## src/rtl/alu_sweep_seq.sv

```systemverilog
// alu_sweep_seq: operand/opcode sequencer for the 4-bit ALU datapath.
// On start it sweeps every (a, b) pair for each opcode enabled in sel_mask,
// one vector per cycle. Each result is captured LATENCY cycles later and
// folded into a rotating checksum and a vector count.
// Optional feature: define ALU_SWEEP_CHECK_EN to build an inline golden
// model that counts mismatches (err_cnt) and records the first failing
// vector (fail_vec). Without the macro both outputs are tied to 0.
module alu_sweep_seq #(
  parameter int LATENCY = 2
) (
  input  logic        clk,
  input  logic        rst,
  input  logic        start,
  input  logic [7:0]  sel_mask,
  input  logic [7:0]  result,
  output logic [3:0]  op_a,
  output logic [3:0]  op_b,
  output logic [2:0]  op_sel,
  output logic        busy,
  output logic        done,
  output logic [15:0] checksum,
  output logic [11:0] count,
  output logic [7:0]  err_cnt,
  output logic [10:0] fail_vec
);

  typedef enum logic [1:0] {IDLE, ISSUE, DRAIN, FINISH} state_t;

  state_t             state;
  logic [7:0]         mask;
  logic [2:0]         drain_cnt;
  logic [LATENCY-1:0] pipe_vld;

  logic [2:0] first_sel;
  logic       first_any;
  logic [2:0] next_sel;
  logic       next_any;
  logic       accept;

  assign accept = (state == IDLE) && start;

  // Lowest enabled opcode in the incoming mask, and the next enabled opcode above the current one.
  always_comb begin
    first_sel = '0;
    first_any = 1'b0;
    next_sel  = '0;
    next_any  = 1'b0;
    for (int i = 7; i >= 0; i--) begin
      if (sel_mask[i]) begin
        first_sel = 3'(i);
        first_any = 1'b1;
      end
      if (mask[i] && (i > int'(op_sel))) begin
        next_sel = 3'(i);
        next_any = 1'b1;
      end
    end
  end

  // Sweep FSM: walks opcode / a / b, waits out the pipeline, pulses done.
  always_ff @(posedge clk or posedge rst) begin
    if (rst) begin
      state     <= IDLE;
      mask      <= '0;
      op_a      <= '0;
      op_b      <= '0;
      op_sel    <= '0;
      busy      <= 1'b0;
      done      <= 1'b0;
      drain_cnt <= '0;
    end else begin
      case (state)
        IDLE: begin
          done <= 1'b0;
          if (start) begin
            mask <= sel_mask;
            if (first_any) begin
              state  <= ISSUE;
              busy   <= 1'b1;
              op_sel <= first_sel;
              op_a   <= '0;
              op_b   <= '0;
            end else begin
              // empty mask: nothing to issue, report completion next cycle
              state <= FINISH;
              done  <= 1'b1;
            end
          end
        end
        ISSUE: begin
          if (op_b != 4'hF) begin
            op_b <= op_b + 4'd1;
          end else if (op_a != 4'hF) begin
            op_a <= op_a + 4'd1;
            op_b <= '0;
          end else if (next_any) begin
            op_sel <= next_sel;
            op_a   <= '0;
            op_b   <= '0;
          end else begin
            state     <= DRAIN;
            op_sel    <= '0;
            op_a      <= '0;
            op_b      <= '0;
            drain_cnt <= '0;
          end
        end
        DRAIN: begin
          if (drain_cnt == 3'(LATENCY - 1)) begin
            state <= FINISH;
            busy  <= 1'b0;
            done  <= 1'b1;
          end else begin
            drain_cnt <= drain_cnt + 3'd1;
          end
        end
        default: begin
          done  <= 1'b0;
          state <= IDLE;
        end
      endcase
    end
  end

  // Head of the valid pipeline: a vector is live whenever we are in ISSUE.
  always_ff @(posedge clk or posedge rst) begin
    if (rst) pipe_vld[0] <= 1'b0;
    else     pipe_vld[0] <= (state == ISSUE);
  end

  generate
    for (genvar gi = 1; gi < LATENCY; gi++) begin : g_vld
      // Delay stage gi of the valid pipeline.
      always_ff @(posedge clk or posedge rst) begin
        if (rst) pipe_vld[gi] <= 1'b0;
        else     pipe_vld[gi] <= pipe_vld[gi-1];
      end
    end
  endgenerate

  // Fold each captured result into the signature; a new sweep clears it.
  always_ff @(posedge clk or posedge rst) begin
    if (rst) begin
      checksum <= '0;
      count    <= '0;
    end else if (accept) begin
      checksum <= '0;
      count    <= '0;
    end else if (pipe_vld[LATENCY-1]) begin
      checksum <= {checksum[14:0], checksum[15]} ^ {8'h00, result};
      count    <= count + 12'd1;
    end
  end

`ifdef ALU_SWEEP_CHECK_EN
  logic [10:0] pipe_tag [LATENCY];
  logic [2:0]  t_sel;
  logic [3:0]  t_a;
  logic [3:0]  t_b;
  logic [7:0]  expected;
  logic        mismatch;

  // Head of the tag pipeline: the vector currently on op_*.
  always_ff @(posedge clk or posedge rst) begin
    if (rst) pipe_tag[0] <= '0;
    else     pipe_tag[0] <= {op_sel, op_a, op_b};
  end

  generate
    for (genvar gi = 1; gi < LATENCY; gi++) begin : g_tag
      // Delay stage gi of the tag pipeline.
      always_ff @(posedge clk or posedge rst) begin
        if (rst) pipe_tag[gi] <= '0;
        else     pipe_tag[gi] <= pipe_tag[gi-1];
      end
    end
  endgenerate

  assign t_sel = pipe_tag[LATENCY-1][10:8];
  assign t_a   = pipe_tag[LATENCY-1][7:4];
  assign t_b   = pipe_tag[LATENCY-1][3:0];

  // Golden ALU result for the vector whose result is arriving now.
  always_comb begin
    expected = '0;
    case (t_sel)
      3'd0: expected = {4'h0, t_a} + {4'h0, t_b};
      3'd1: expected = {4'h0, t_a} - {4'h0, t_b};
      3'd2: expected = {4'h0, t_a & t_b};
      3'd3: expected = {4'h0, t_a | t_b};
      3'd4: expected = {4'h0, t_a ^ t_b};
      3'd5: expected = {~t_b, ~t_a};
      3'd6: expected = {4'h0, t_a} * {4'h0, t_b};
      default: expected = (t_b == 4'h0) ? 8'h00 : ({4'h0, t_a} / {4'h0, t_b});
    endcase
  end

  assign mismatch = pipe_vld[LATENCY-1] && (result != expected);

  // Saturating mismatch counter; the first mismatch of a sweep is latched
  // while err_cnt is still zero (it never returns to zero mid-sweep).
  always_ff @(posedge clk or posedge rst) begin
    if (rst) begin
      err_cnt  <= '0;
      fail_vec <= '0;
    end else if (accept) begin
      err_cnt  <= '0;
      fail_vec <= '0;
    end else if (mismatch) begin
      if (err_cnt != 8'hFF) err_cnt <= err_cnt + 8'd1;
      if (err_cnt == 8'h00) fail_vec <= pipe_tag[LATENCY-1];
    end
  end
`else
  assign err_cnt  = '0;
  assign fail_vec = '0;
`endif

endmodule

```

## config.mk

```make
export PLATFORM = sky130hd
export DESIGN_NAME = alu_sweep_seq
export DESIGN_NICKNAME = d
export VERILOG_FILES = /design/src/rtl/alu_sweep_seq.sv
export SDC_FILE = /design/constraint.sdc
export NUM_CORES = 1
export LEC_CHECK = 0
export BUFFER_PORTS_ARGS = -buffer_cell sky130_fd_sc_hd__buf_2
export CAP_MARGIN = 25
export CORE_MARGIN = 2
export CORE_UTILIZATION = 57
export CTS_CLUSTER_SIZE = 24
export DETAILED_ROUTE_END_ITERATION = 10
export PLACE_DENSITY = 0.85
export SLEW_MARGIN = 20
export SYNTH_ARGS = -nofsm -noshare
export SYNTH_HDL_FRONTEND = slang
export SYNTH_SLANG_ARGS = --single-unit
export TNS_END_PERCENT = 20
```

## constraint.sdc

```tcl
create_clock -name clk -period 5.97 [get_ports clk]
set_input_delay 1.194 -clock clk [delete_from_list [all_inputs] [get_ports clk]]
set_output_delay 1.194 -clock clk [all_outputs]
set_load 0.05 [all_outputs]
```

==> metrics.csv, run 1 <==
stage,metric,value,unit
run_status,status,"finished, final reports clean",
sta,finalCriticalPeriod,2.89,ns
cells_and_area,nets,410,
placement,dp_hpwl,4510,µm
cells_and_area,syn_to_final_growth,13.3,%
clocking,clockBufferDepth,2,
global_route,grt_pass1_wl,10500,µm
setup_path,critPathKind,in -> reg,
floorplan,num_io_pins,79,
placement,pre_cts_ws,2.76,ns
power_and_ir_drop,p_per_area,529,mW/mm²
clocking,clk_latency,0.31,ns
cells_and_area,antennaDiodeCount,0,
logic_synthesis,yosysTopAreaCell,dfrtp_1,
cells_and_area,instances_no_fill,453,
clocking,cts_tree,built,
global_route,grt_max_degree,56,
sta,fmax,346,MHz
logic_synthesis,synth_top_area_share,44.7,%
sta,fin_ws,3.08,ns
setup_path,startpoint_type,input pin,
cells_and_area,drive_gt1_share,21.7,%
setup_path,crit_required,6.17,ns
logic_synthesis,synth.avg_cell_area,9.42,µm²
clocking,post_cts_buffers,0,
sta,rsz0062_at_grt,false,
detailed_routing,dr.pass1.iters,4,
clocking,clkTransAtPathRegs,0.11,ns
setup_path,cp_max_fo,7,
sta,tns,0,ns
power_and_ir_drop,p_leak,0.00168,µW
setup_path,cp_data_arrival_time,3.09,ns
detailed_routing,via_per_inst,5.56,
cells_and_area,n_fill_cell,417,
sta,hold_viol,0,
clocking,cts_max_level,2,
detailed_routing,drtAntennaViolNets,0,
worst_hold_path,hold_path.class,reg -> reg,
floorplan,initial_utilization,59.6,%
logic_synthesis,synth_edf_count,0,
floorplan,core,0.00517,mm²
clocking,clock_sinks,55,
clocking,cts-resized-gates,0,
logic_synthesis,async_flop_share,100,%
detailed_routing,wirelength,6360,µm
power_and_ir_drop,total_power,1850,µW
logic_synthesis,ys_seq_elements,55,
sta,hold_slack,0.367,ns
logic_synthesis,synth_area_leaders,"dfrtp_1, nor2_1, buf_4",
clocking,root_buffer,clkbuf_8,
sta,worstMarginPinSlew,0.763,ns
floorplan,die_area,0.00601,mm²
placement,placed_cells,444,
detailed_routing,wl_per_cell,14.0,µm
logic_synthesis,synthDistinctLibCells,56,
setup_path,worstSetupEndpointType,register,
global_route,grt_use_total,21.5,%
placement,place_congestion,0.859,
sta,period_share,48.4,%
clocking,cts_buffers,5,
global_route,grt-ovfl-total,0,
floorplan,die_x,77.5,µm
job,cap_violations,0,
sta,skew,0.0124,ns
detailed_routing,route.detailed.drc,0,
power_and_ir_drop,ir_worst_vdd,0.000326,V
placement,port_buffers,59,
logic_synthesis,ys.warnings.count,0,
sta,finalSetupViolCount,0,
floorplan,num_rows,26,
clocking,holdBufCountCts,0,
logic_synthesis,syn_inst,327,
logic_synthesis,ys.flop_type,dfrtp_1,
logic_synthesis,yosysSeqAreaShare,44.7,%
sta,slew_headroom,49.2,%
global_route,antenna_found_initial,0,
logic_synthesis,synthesis.area,0.00308,mm²
floorplan,die_h,77.5,µm
detailed_routing,drt_iter0_drc,164,
detailed_routing,vias,2520,
sta,slew_violations,0,
global_route,grt_pass1_vias,2331,
[state kept, by name (all words and copies together) (netlist names)]
| signal | flops |
|---|---|
| checksum | 16 |
| drain_cnt | 3 |
| mask | 7 |
| count | 12 |
| busy | 1 |
| op_a | 4 |
| op_sel | 3 |
| state | 2 |
| op_b | 4 |
| done | 1 |
| pipe_vld | 2 |
[stage by stage]
| step | instance area, µm² | util [%] |
|---|---|---|
| floorplan | 3150 | - |
| global placement | 3340 | 64.7 |
| detailed placement | 3340 | 64.7 |
| CTS | 3460 | 67.0 |
| global route | 3490 | 67.5 |
| finish | 3490 | 67.5 |
[final cells by class]
class                      instances  area, µm²  share of cell area (%)
multi-input combinational        249       1540                    44.0
inverter                           9       33.8                   0.968
clock buffer                       5       68.8                    1.97
sequential                        55       1380                    39.4
tap                               70       87.6                    2.51
timing repair buffer              62        338                    9.68
clock inverter                     3       50.0                    1.43
[final timing paths]
kind / slack (ns) / startpoint / cells past startpoint / to
worst min register to register: 0.37 / pipe_vld[0] / 0 / pipe_vld[1]
worst max-delay path: 3.08 / sel_mask[4] / 5 / op_sel[1]
worst max register to register: 3.29 / state[1] / 7 / op_a[0]
worst min-delay path: 0.37 / pipe_vld[0] / 0 / pipe_vld[1]
max in group asynchronous: 4.49 / rst / 3 / mask[5]
min in group asynchronous: 1.05 / rst / 3 / checksum[3]
[Yosys cell counts (3+ instances only)]
library cell,n
nand3_1,6
dfrtp_1,55
mux2i_1,11
a31oi_1,4
ha_1,9
a211oi_1,9
buf_1,3
o21ai_0,22
nor3_1,3
inv_1,9
buf_4,19
nand2b_1,5
o31ai_1,5
nand2_1,31
nor2_1,40
or2_2,4
nor2b_1,5
clkbuf_1,7
xor2_1,7
nand4_1,4
or3_1,7
a21oi_1,11
xnor2_1,9
and3_1,3
[cells by family after synthesis]
family | after synthesis | share of synthesized area (%)
simple gates | 117 | 18.1
compound gates | 74 | 16.5
flops | 55 | 44.7
buf+inv | 41 | 7.64
xor+xnor | 16 | 4.55
mux | 14 | 4.79
fa+ha+maj | 9 | 3.66
other cells | 1 | 0.122
[metal layers]
metal	track usage, %	routed length [µm]	vias to the layer above
li1	-	-	1220
met1	27.9	2740	1216
met2	35.3	3230	69
met3	4.65	278	15
met4	8.75	108	0
met5	0	0	-
[worst max-delay path, cell delays in order]
cell	delay [ns]
buf_2	0.13
or4_1	0.58
or3_1	0.54
o221a_4	0.35
mux2_4	0.30
[power by group]
group | internal (µW) | switching, µW
registers | 489 | 131
clock network | 129 | 128
logic | 321 | 648
[cell usage in the layout (no fill, tap or decap), types with 6 or more instances in the layout]
master / instances
o21ai_0: 22
a211oi_1: 9
nand3_1: 6
buf_2: 59
nand2_1: 31
mux2i_1: 11
xor2_1: 7
xnor2_1: 9
ha_1: 9
conb_1: 19
dfrtp_1: 55
a21oi_1: 11
nor2_1: 40
or3_1: 7
inv_1: 8
(Power assumes the default switching activity.)
==> run 2, diff against run 1 <==
--- a/config.mk
+++ b/config.mk
@@ -5,13 +5,14 @@
 export SDC_FILE = /design/constraint.sdc
 export NUM_CORES = 1
 export LEC_CHECK = 0
+export ABC_AREA = 1
 export BUFFER_PORTS_ARGS = -buffer_cell sky130_fd_sc_hd__buf_2
 export CAP_MARGIN = 25
 export CORE_MARGIN = 2
-export CORE_UTILIZATION = 57
+export CORE_UTILIZATION = 53
 export CTS_CLUSTER_SIZE = 24
 export DETAILED_ROUTE_END_ITERATION = 10
-export PLACE_DENSITY = 0.85
+export PLACE_DENSITY = 0.8
 export SLEW_MARGIN = 20
 export SYNTH_ARGS = -nofsm -noshare
 export SYNTH_HDL_FRONTEND = slang
==> constraint.sdc (replaced) <==
create_clock -name clk -period 3 [get_ports clk]
set_input_delay 0.6 -clock clk [delete_from_list [all_inputs] [get_ports clk]]
set_output_delay 0.6 -clock clk [all_outputs]
set_load 0.05 [all_outputs]
==> run 2 against run 1 <==
Net effect: wire length shrank 2.6%; synthesized cell count grew 11%; total power grew 95%; hold slack lost 0.062 ns; design area is essentially flat; largest cell class unchanged.
==> metrics.csv, run 2 <==
stage,metric,value,unit
run_status,status,"finished, final reports clean",
detailed_routing,drt_iter0_drc,151,
logic_synthesis,async_flop_share,100,%
floorplan,die_h,79.9,µm
logic_synthesis,synth_area_leaders,"dfrtp_1, nand2_1, inv_1",
global_route,grt_max_degree,36,
detailed_routing,route.detailed.drc,0,
logic_synthesis,ys.flop_type,dfrtp_1,
clocking,cts_buffers,5,
detailed_routing,vias,2518,
logic_synthesis,syn_inst,363,
power_and_ir_drop,clkPwrFrac,16.0,%
cells_and_area,instances_no_fill,498,
power_and_ir_drop,power.share.sequential,32.3,%
placement,port_buffers,59,
clocking,cts_tree,built,
detailed_routing,wl_per_cell,12.4,µm
floorplan,initial_utilization,55.1,%
sta,skew,0.00365,ns
logic_synthesis,yosysSeqAreaShare,45.1,%
cells_and_area,nets,453,
clocking,holdBufCountCts,0,
setup_path,r2r_setup_slack,0.62,ns
sta,hold_slack,0.306,ns
sta,slew_violations,0,
clocking,cts-resized-gates,0,
power_and_ir_drop,netSwitchingPower,1780,µW
floorplan,num_io_pins,79,
floorplan,die_area,0.00638,mm²
logic_synthesis,synthMostInstantiatedCell,nand2_1,
cells_and_area,reg_top3,"checksum (16), count (12), mask (7)",
global_route,antenna_found_initial,0,
sta,rsz0062_at_grt,false,
sta,finalSetupViolCount,0,
power_and_ir_drop,pwr-share-comb,51.7,%
cells_and_area,final_common_cell,nand2_1,
clocking,clock_sinks,55,
logic_synthesis,synth_edf_count,0,
detailed_routing,via_per_inst,5.06,
logic_synthesis,ys.warnings.count,0,
clocking,cts_max_level,2,
clocking,clockBufferDepth,2,
cells_and_area,antennaDiodeCount,0,
sta,finalCriticalPeriod,2.38,ns
detailed_routing,wirelength,6190,µm
setup_path,cp_data_arrival_time,2.58,ns
sta,slew_headroom,57.0,%
clocking,clkTransAtPathRegs,0.10,ns
logic_synthesis,yosysTopAreaCell,dfrtp_1,
placement,dp_hpwl,4650,µm
sta,fmax,421,MHz
cells_and_area,drive_gt1_share,23.2,%
floorplan,die_x,79.9,µm
cells_and_area,syn_to_final_growth,14.5,%
global_route,grt_pass1_vias,2433,
logic_synthesis,ys_seq_elements,55,
setup_path,worstSetupEndpointType,register,
setup_path,crit_required,3.20,ns
global_route,grt_use_total,20.6,%
logic_synthesis,synth_commonest_cells,"nand2_1, dfrtp_1, inv_1",
clocking,post_cts_buffers,0,
setup_path,startpoint_type,register,
detailed_routing,dr.pass1.iters,4,
sta,worstMarginPinSlew,0.645,ns
setup_path,cp_max_fo,21,
setup_path,critPathKind,reg -> reg,
power_and_ir_drop,ir_worst_vdd,0.000673,V
global_route,grt_pass1_wl,10500,µm
power_and_ir_drop,total_power,3600,µW
cells_and_area,top_register,checksum,
clocking,clk_latency,0.31,ns
power_and_ir_drop,p_leak,0.00181,µW
logic_synthesis,synthesis.area,0.00305,mm²
global_route,grt-ovfl-total,0,
floorplan,num_rows,27,
logic_synthesis,synthDistinctLibCells,42,
power_and_ir_drop,p_int,1830,µW
detailed_routing,drtAntennaViolNets,0,
sta,tns,0,ns
logic_synthesis,synth_top_area_share,45.1,%
sta,hold_viol,0,
clocking,root_buffer,clkbuf_8,
floorplan,core,0.00554,mm²
power_and_ir_drop,p_sw_share,49.3,%
sta,period_share,79.2,%
worst_hold_path,hold_path.class,in -> async,
cells_and_area,largest_reg_flops,16,
cells_and_area,final_cell_mix,"nand2_1, buf_2, dfrtp_1, inv_1, o21ai_0",
placement,placed_cells,490,
logic_synthesis,synth.avg_cell_area,8.40,µm²
placement,place_congestion,0.906,
job,cap_violations,0,
power_and_ir_drop,p_per_area,1030,mW/mm²
==> run 2: cell types whose count changed in the layout (fill, tap and decap cells not counted), sizes merged, moves of 7 or more <==
cell    change
nor2       -21
nand2      +59
o22ai       +7
o21ai       +7
mux2i      -11
a211oi      -9
nand3      +16
inv        +33
or3         -7
==> run 2: power by group through the flow <==
stage,clock network [µW],registers (µW),logic [µW]
3_3_place_gp,0,1170,1820
5_1_grt,616,1200,2050
4_1_cts,583,1170,1870
6_report,577,1160,1860
3_5_place_dp,0,1180,1860
2_1_floorplan,0,1620,1050
==> run 2: cells by family (layout without fill, tap and decap cells) <==
kind of cell	Yosys count	count (layout)	share of synthesized area (%)
adders and majority gates	9	9	3.69
buffers and inverters	70	115	11.2
and+or+nand+nor	155	155	24.9
other	1	19	0.123
DFF	55	55	45.1
xor gates and xnor gates	11	11	3.16
AOI/OAI and AO/OA	62	62	11.9
==> run 2: layer usage <==
| layer | global-route usage (%) | vias up | routed length (µm) |
|---|---|---|---|
| met5 | 0 | - | 0 |
| met4 | 7.97 | 0 | 133 |
| met3 | 3.39 | 14 | 289 |
| met2 | 35.2 | 79 | 2970 |
| met1 | 26.0 | 1160 | 2800 |
| li1 | - | 1265 | - |
==> run 2: final timing paths <==
path,from,to,depth (start not counted)
worst max-delay path,state[0],count[2],9
max in group asynchronous,rst,op_sel[2],3
worst min register to register,pipe_vld[0],pipe_vld[1],0
worst max register to register,state[0],count[2],9
worst min-delay path,rst,checksum[11],3
min in group clk,pipe_vld[0],pipe_vld[1],0
==> run 2: area by class of cell <==
type,count,area [µm²]
clock buffers,5,68.8
clock inverters,3,67.6
fillers,490,2050
inverters,45,170
multi-input cells,256,1400
flip-flops and latches,55,1380
well taps,72,90.1
repair buffers,62,318
==> run 2: metrics by stage <==
stage               area, µm²  worst slack [ns]  utilization, %
detailed placement       3360             0.655            60.6
global placement         3360             0.762            60.6
CTS                      3490             0.616            63.0
floorplan                3120              1.06               -
finish                   3490             0.624            63.0
global route             3490             0.494            63.0
==> run 2: worst max-delay path: stages, from the launching register on <==
cell,delay [ns]
dfrtp_1,0.41
inv_1,0.08
ha_1,0.25
nand2_1,0.09
buf_4,0.22
clkinv_2,0.16
nor2_2,0.44
inv_1,0.32
a21oi_1,0.22
nor3_1,0.06
